$ cat src/rtl/demux_route_sequencer_pkg.sv
// Shared types and default sizing for the demux route sequencer.
package demux_route_pkg;

  localparam int CH_W_DEF  = 3;
  localparam int LEN_W_DEF = 4;
  localparam int DEPTH_DEF = 4;

  typedef enum logic [1:0] {
    st_idle  = 2'd0,
    st_drive = 2'd1,
    st_guard = 2'd2
  } state_t;

  // Routing command as it sits in the FIFO, sized at the default widths.
  typedef struct packed {
    logic [CH_W_DEF-1:0]  ch;
    logic [LEN_W_DEF-1:0] len;
  } cmd_t;

endpackage

$ cat src/rtl/demux_route_sequencer_if.sv
// Command valid/ready channel into the route sequencer.
interface demux_route_sequencer_if #(
  parameter int CH_W  = 3,
  parameter int LEN_W = 4
) ();

  logic             cmd_valid;
  logic             cmd_ready;
  logic [CH_W-1:0]  cmd_ch;
  logic [LEN_W-1:0] cmd_len;

  modport master (
    output cmd_valid,
    output cmd_ch,
    output cmd_len,
    input  cmd_ready
  );

  modport slave (
    input  cmd_valid,
    input  cmd_ch,
    input  cmd_len,
    output cmd_ready
  );

endinterface

$ cat src/rtl/demux_route_sequencer_cmd_fifo.sv
// Synchronous command FIFO; push and pop are ignored when full/empty.
module cmd_fifo #(
  parameter int W     = 7,
  parameter int DEPTH = 4
) (
  input  logic         clk,
  input  logic         rst,
  input  logic         push,
  input  logic [W-1:0] wdata,
  input  logic         pop,
  output logic [W-1:0] rdata,
  output logic         full,
  output logic         empty
);

  localparam int AW = $clog2(DEPTH);

  logic [W-1:0]  mem [DEPTH];
  logic [AW-1:0] wr_ptr;
  logic [AW-1:0] rd_ptr;
  logic [AW:0]   occ;
  logic          do_push;
  logic          do_pop;

  assign full    = (occ == (AW+1)'(DEPTH));
  assign empty   = (occ == '0);
  assign do_push = push && !full;
  assign do_pop  = pop && !empty;
  assign rdata   = mem[rd_ptr];

  // Storage write; contents need no reset since occupancy guards reads.
  always_ff @(posedge clk) begin
    if (do_push) begin
      mem[wr_ptr] <= wdata;
    end
  end

  // Pointers wrap naturally because DEPTH is a power of two.
  always_ff @(posedge clk) begin
    if (rst) begin
      wr_ptr <= '0;
      rd_ptr <= '0;
      occ    <= '0;
    end else begin
      if (do_push) wr_ptr <= wr_ptr + AW'(1);
      if (do_pop)  rd_ptr <= rd_ptr + AW'(1);
      case ({do_push, do_pop})
        2'b10:   occ <= occ + (AW+1)'(1);
        2'b01:   occ <= occ - (AW+1)'(1);
        default: occ <= occ;
      endcase
    end
  end

endmodule

$ cat src/rtl/demux_route_sequencer.sv
// Route sequencer: pops commands and drives a pulse train into the demux tree.
//
//   state    | meaning
//   st_idle  | waiting; pops one command per cycle when the FIFO is non-empty
//   st_drive | demux_in high, length counter running down to terminal count
//   st_guard | one dead cycle with demux_in low, done asserted
module demux_route_sequencer
  import demux_route_pkg::*;
#(
  parameter int CH_W  = CH_W_DEF,
  parameter int LEN_W = LEN_W_DEF,
  parameter int DEPTH = DEPTH_DEF
) (
  input  logic                  clk,
  input  logic                  rst,
  demux_route_sequencer_if.slave cmd,
  input  logic [2**CH_W-1:0]    ch_mask,
  output logic                  demux_in,
  output logic [CH_W-1:0]       demux_sel,
  output logic                  busy,
  output logic                  done,
  output logic [7:0]            drop_cnt
);

  localparam int W = CH_W + LEN_W;

  state_t           state, state_nxt;
  logic [LEN_W-1:0] cnt, cnt_nxt;
  logic             in_nxt;
  logic [CH_W-1:0]  sel_nxt;
  logic [7:0]       drop_nxt;
  logic             pop;
  logic             full;
  logic             empty;
  logic [W-1:0]     rdata;
  logic [CH_W-1:0]  pop_ch;
  logic [LEN_W-1:0] pop_len;

  cmd_fifo #(
    .W     (W),
    .DEPTH (DEPTH)
  ) u_fifo (
    .clk   (clk),
    .rst   (rst),
    .push  (cmd.cmd_valid),
    .wdata ({cmd.cmd_ch, cmd.cmd_len}),
    .pop   (pop),
    .rdata (rdata),
    .full  (full),
    .empty (empty)
  );

  // Ready follows registered occupancy, so a pop never frees a slot same-cycle.
  assign cmd.cmd_ready = !full;
  assign pop_ch        = rdata[W-1:LEN_W];
  assign pop_len       = rdata[LEN_W-1:0];
  assign busy          = (state != st_idle);
  assign done          = (state == st_guard);

  // Next-state, counter and output-register decisions.
  always_comb begin
    state_nxt = state;
    cnt_nxt   = cnt;
    in_nxt    = demux_in;
    sel_nxt   = demux_sel;
    drop_nxt  = drop_cnt;
    pop       = 1'b0;
    case (state)
      st_idle: begin
        in_nxt = 1'b0;
        if (!empty) begin
          pop = 1'b1;
          // Zero-length commands are consumed with no side effects.
          if (pop_len != '0) begin
            if (!ch_mask[pop_ch]) begin
              if (drop_cnt != 8'hff) drop_nxt = drop_cnt + 8'd1;
            end else begin
              sel_nxt   = pop_ch;
              in_nxt    = 1'b1;
              cnt_nxt   = pop_len;
              state_nxt = st_drive;
            end
          end
        end
      end
      st_drive: begin
        if (cnt == LEN_W'(1)) begin
          in_nxt    = 1'b0;
          state_nxt = st_guard;
        end else begin
          cnt_nxt = cnt - LEN_W'(1);
        end
      end
      st_guard: begin
        in_nxt    = 1'b0;
        state_nxt = st_idle;
      end
      default: begin
        in_nxt    = 1'b0;
        state_nxt = st_idle;
      end
    endcase
  end

  // State, counter and registered demux outputs.
  always_ff @(posedge clk) begin
    if (rst) begin
      state     <= st_idle;
      cnt       <= '0;
      demux_in  <= 1'b0;
      demux_sel <= '0;
      drop_cnt  <= '0;
    end else begin
      state     <= state_nxt;
      cnt       <= cnt_nxt;
      demux_in  <= in_nxt;
      demux_sel <= sel_nxt;
      drop_cnt  <= drop_nxt;
    end
  end

endmodule
$ cat src/flat_wrapper.sv
// flat-port wrapper written by rule: the top's interface ports become plain ports
module demux_route_sequencer_flat import demux_route_pkg::*;
#(
  parameter int CH_W  = CH_W_DEF,
  parameter int LEN_W = LEN_W_DEF,
  parameter int DEPTH = DEPTH_DEF
)
  (clk, rst, ch_mask, demux_in, demux_sel, busy, done, drop_cnt, cmd_cmd_valid, cmd_cmd_ch, cmd_cmd_len, cmd_cmd_ready);
  demux_route_sequencer_if #(.CH_W(CH_W), .LEN_W(LEN_W)) cmd_i ();
  input  logic clk;
  input  logic rst;
  input  logic [2**CH_W-1:0] ch_mask;
  output logic demux_in;
  output logic [CH_W-1:0] demux_sel;
  output logic busy;
  output logic done;
  output logic [7:0] drop_cnt;
  input wire logic [$bits(cmd_i.cmd_valid)-1:0] cmd_cmd_valid;
  input wire logic [$bits(cmd_i.cmd_ch)-1:0] cmd_cmd_ch;
  input wire logic [$bits(cmd_i.cmd_len)-1:0] cmd_cmd_len;
  output wire logic [$bits(cmd_i.cmd_ready)-1:0] cmd_cmd_ready;
  assign cmd_i.cmd_valid = cmd_cmd_valid;
  assign cmd_i.cmd_ch = cmd_cmd_ch;
  assign cmd_i.cmd_len = cmd_cmd_len;
  assign cmd_cmd_ready = cmd_i.cmd_ready;
  demux_route_sequencer #(.CH_W(CH_W), .LEN_W(LEN_W), .DEPTH(DEPTH)) u_core (.clk(clk), .rst(rst), .cmd(cmd_i), .ch_mask(ch_mask), .demux_in(demux_in), .demux_sel(demux_sel), .busy(busy), .done(done), .drop_cnt(drop_cnt));
endmodule
$ cat config.mk
export PLATFORM = sky130hd
export DESIGN_NAME = demux_route_sequencer_flat
export DESIGN_NICKNAME = d
export VERILOG_FILES = /design/src/rtl/demux_route_sequencer_pkg.sv /design/src/rtl/demux_route_sequencer_if.sv /design/src/rtl/demux_route_sequencer_cmd_fifo.sv /design/src/rtl/demux_route_sequencer.sv /design/src/flat_wrapper.sv
export SDC_FILE = /design/constraint.sdc
export NUM_CORES = 1
export LEC_CHECK = 0
export ABC_AREA = 0
export CAP_MARGIN = 15
export CORE_MARGIN = 1
export CORE_UTILIZATION = 40
export CTS_BUF_LIST = sky130_fd_sc_hd__clkbuf_2
export DETAILED_ROUTE_END_ITERATION = 10
export HOLD_SLACK_MARGIN = 0.08
export MAX_ROUTING_LAYER = met4
export PLACE_DENSITY = 0.67
export REMOVE_ABC_BUFFERS = 1
export SKIP_CTS_REPAIR_TIMING = 1
export SLEW_MARGIN = 10
export SYNTH_ARGS = -nofsm -noshare
export SYNTH_HDL_FRONTEND = slang
export SYNTH_SLANG_ARGS = --single-unit
$ cat constraint.sdc
create_clock -name clk -period 5 [get_ports clk]
set_clock_uncertainty 0.15 [all_clocks]
set_input_delay 1 -clock clk [delete_from_list [all_inputs] [get_ports clk]]
set_output_delay 1 -clock clk [all_outputs]
set_load 0.1 [all_outputs]
==> impl_metrics.csv <==
group,metric,value,unit
sta,rsz0062_at_grt,"false",
clocking,root_buffer,"clkbuf_2",
sta,slew_violations,0,
global_route,grt_overflow,0,
global_route,grt_util_all_layers,0.153,
setup_path,r2r_end,"u_core.drop_cnt[5]",
power,p_sw,695,uW
floorplan,rows,28,
final_layout,fillCellCount,560,
clocking,path_clk_slew,0.30,ns
status,status,"complete, no violations",
sta,setup-tns-final,0,ns
logic_synthesis,yosys_most_used_dff,"edfxtp_1",
power,ir_drop,0.356,mV
sta,period_share,0.691,
logic_synthesis,yosysWarningCount,0,
power,p_comb_frac,0.485,
clocking,h-tree-depth,2,
placed_design,gp_congestion,0.757,
logic_synthesis,synth_top_area_share,0.338,
route,vias_per_cell,5.14,
logic_synthesis,synth_edf_count,28,
sta,worst_slack,1.55,ns
final_layout,drive_gt1_frac,0.113,
final_layout,areaGrowthSynthToFinish,17.4,%
clocking,numCtsBuffers,5,
floorplan,die-area,0.00654,mm2
clocking,clkSinkCount,55,
placed_design,hpwl,3160,um
logic_synthesis,synth_cells,204,
global_route,grt_pass1_wl,7230,um
run,drv_cap,0,
sta,min_period,3.45,ns
hold_path,hold_path_class,"reg -> reg",
sta,finalHoldViolCount,0,
logic_synthesis,ys_types,42,
hold_path,whs_endpoint,"u_core.demux_in",
sta,finalSetupViolations,0,
power,p_int,905,uW
power,switching_share,0.434,
power,power_density,547,mW/mm2
floorplan,chipWidth,80.9,um
setup_path,regToRegSetupSlack,2.10,ns
route,wl_per_cell,13.8,um
final_layout,n_antenna_cell,0,
clocking,clockBufferDepth,2,
sta,fmax,290,MHz
floorplan,ios,33,
route,route.detailed.drc,0,
route,drt_iter0_drc,53,
global_route,antenna_found_initial,0,
setup_path,critPathLaunchType,"flop",
logic_synthesis,netlist_area,0.00249,mm2
logic_synthesis,synth_largest_area_cell,"edfxtp_1",
logic_synthesis,seq_area_frac_synth,0.555,
final_layout,layout_common_cells,"clkdlybuf4s50_1, edfxtp_1, dfxtp_1, nor2_1, a21oi_1",
power,p_leak,1.06,nW
hold_path,hold_path_depth,2,
route,drt-pass1-iter-count,4,
setup_path,cp_data_required_time,3.85,ns
logic_synthesis,synth_area_leaders,"edfxtp_1, dfxtp_1, mux4_2",
floorplan,start_util,0.418,
sta,worstMarginPinSlew,0.967,ns
setup_path,crit_path_max_fanout,6,
route,ant_nets,0,
sta,max-slew-margin-rel,0.353,
placed_design,dp.cells,305,
clocking,insertion_delay,0.47,ns
setup_path,critPathCaptureType,"output pin",
logic_synthesis,avgSynthCellArea,12.2,um2
power,p_clk_frac,0.122,
route,finalWirelength,4320,um
global_route,grt_max_degree,22,
placed_design,place_ws,1.85,ns
clocking,cts_tree,"done",
logic_synthesis,async_flop_share,0,
setup_path,cp.arrival,2.30,ns
setup_path,r2r_cells,6,
logic_synthesis,synth-seq-cells,55,
final_layout,nNetsFinal,264,
placed_design,io_buffer_count,32,
floorplan,fp.dieH,80.9,um
global_route,first_global_vias,1594,
route,vias,1608,
final_layout,layout_commonest_cell,"clkdlybuf4s50_1",
final_layout,stdcell_count,313,
setup_path,criticalPathCategory,"reg -> out",
hold_path,hold_start,"u_core.demux_in",
floorplan,core-area,0.00596,mm2
power,p_seq_frac,0.393,
## how the worst max path moves through the flow
stage / from / to / slack (ns) / cells past startpoint
finish: u_core.u_fifo.occ[0] / cmd_cmd_ready / 1.55 / 3
global route: u_core.u_fifo.occ[0] / cmd_cmd_ready / 1.41 / 3
CTS: u_core.u_fifo.occ[0] / cmd_cmd_ready / 1.50 / 3
detailed placement: cmd_cmd_valid / u_core.u_fifo.occ[2] / 1.85 / 9
global placement: cmd_cmd_valid / u_core.u_fifo.occ[2] / 1.88 / 9
floorplan: u_core.u_fifo.occ[0] / u_core.u_fifo.occ[2] / 1.82 / 10
## state kept, by name, indices dropped and copies added (netlist names), named ones only
| signal | count |
|---|---|
| u_core.u_fifo.mem | 28 |
| u_core.drop_cnt | 8 |
| u_core.cnt | 4 |
| u_core.demux_sel | 3 |
| u_core.u_fifo.occ | 3 |
| u_core.state | 2 |
| u_core.u_fifo.rd_ptr | 2 |
| u_core.u_fifo.wr_ptr | 2 |
| u_core.demux_in | 1 |
## synth_stat cells (2+ instances only)
| cell type | number |
|---|---|
| o21ai_0 | 2 |
| a21oi_1 | 9 |
| buf_6 | 2 |
| and2_1 | 3 |
| xnor2_1 | 3 |
| clkbuf_1 | 4 |
| ha_1 | 8 |
| nand3_1 | 3 |
| nand3_2 | 2 |
| inv_1 | 8 |
| nor2_1 | 26 |
| a22oi_1 | 2 |
| mux4_2 | 7 |
| dfxtp_1 | 27 |
| nor3_1 | 3 |
| nand2b_1 | 5 |
| nand2_1 | 8 |
| edfxtp_1 | 28 |
| a211oi_1 | 2 |
| mux2i_1 | 7 |
| and3_4 | 2 |
| or3_1 | 2 |
| nand4_1 | 5 |
| or2_2 | 3 |
| and3_1 | 5 |
| mux2_1 | 3 |
| nor2b_1 | 6 |
| xor2_1 | 5 |
## routing by layer
metal / vias up / track usage / share of wire
li1: 802 / - / -
met1: 766 / 0.181 / 0.46
met2: 35 / 0.256 / 0.49
met3: 5 / 0.0337 / 0.039
met4: 0 / 0.0536 / 0.015
met5: - / - / 0
## power by group through the flow
stage / combinational (mW) / sequential [mW] / clock [mW]
detailed placement: 0.779 / 0.640 / 0
global placement: 0.767 / 0.637 / 0
CTS: 0.782 / 0.630 / 0.205
finish: 0.776 / 0.628 / 0.196
floorplan: 0.498 / 0.749 / 0
global route: 0.856 / 0.642 / 0.218
## through the flow
step	power [mW]	utilization	instance area (um2)	hold slack (ns)
after floorplan	1.25	-	2450	0.313
after global placement	1.40	0.482	2870	0.293
after detailed placement	1.42	0.482	2870	0.299
after CTS	1.62	0.491	2920	0.326
after global routing	1.72	0.491	2920	0.339
final	1.60	0.491	2920	0.324
## final cells by class
| cell class | count | area [um2] | share of cell area |
|---|---|---|---|
| Timing Repair Buffer | 33 | 328 | 0.112 |
| Multi-Input combinational cell | 134 | 1040 | 0.354 |
| Sequential cell | 55 | 1380 | 0.473 |
| Tap cell | 75 | 93.8 | 0.0321 |
| Clock inverter | 3 | 28.8 | 0.00985 |
| Clock buffer | 5 | 25.0 | 0.00856 |
| Inverter | 8 | 30.0 | 0.0103 |
## critical path, stage by stage (launching register included)
cell	delay [ns]
dfxtp_1	0.43
inv_1	0.09
nand3_1	0.18
clkdlybuf4s50_1	1.17
## cell families after synthesis
family | Yosys count | share of synthesized area
DFF | 55 | 0.555
AOI/OAI and AO/OA | 23 | 0.0659
buffers and inverters | 15 | 0.0287
muxes | 18 | 0.111
xor gates and xnor gates | 8 | 0.0282
adders and majority gates | 9 | 0.0483
and+or+nand+nor | 76 | 0.163
Power figures use the tool's default switching activity.
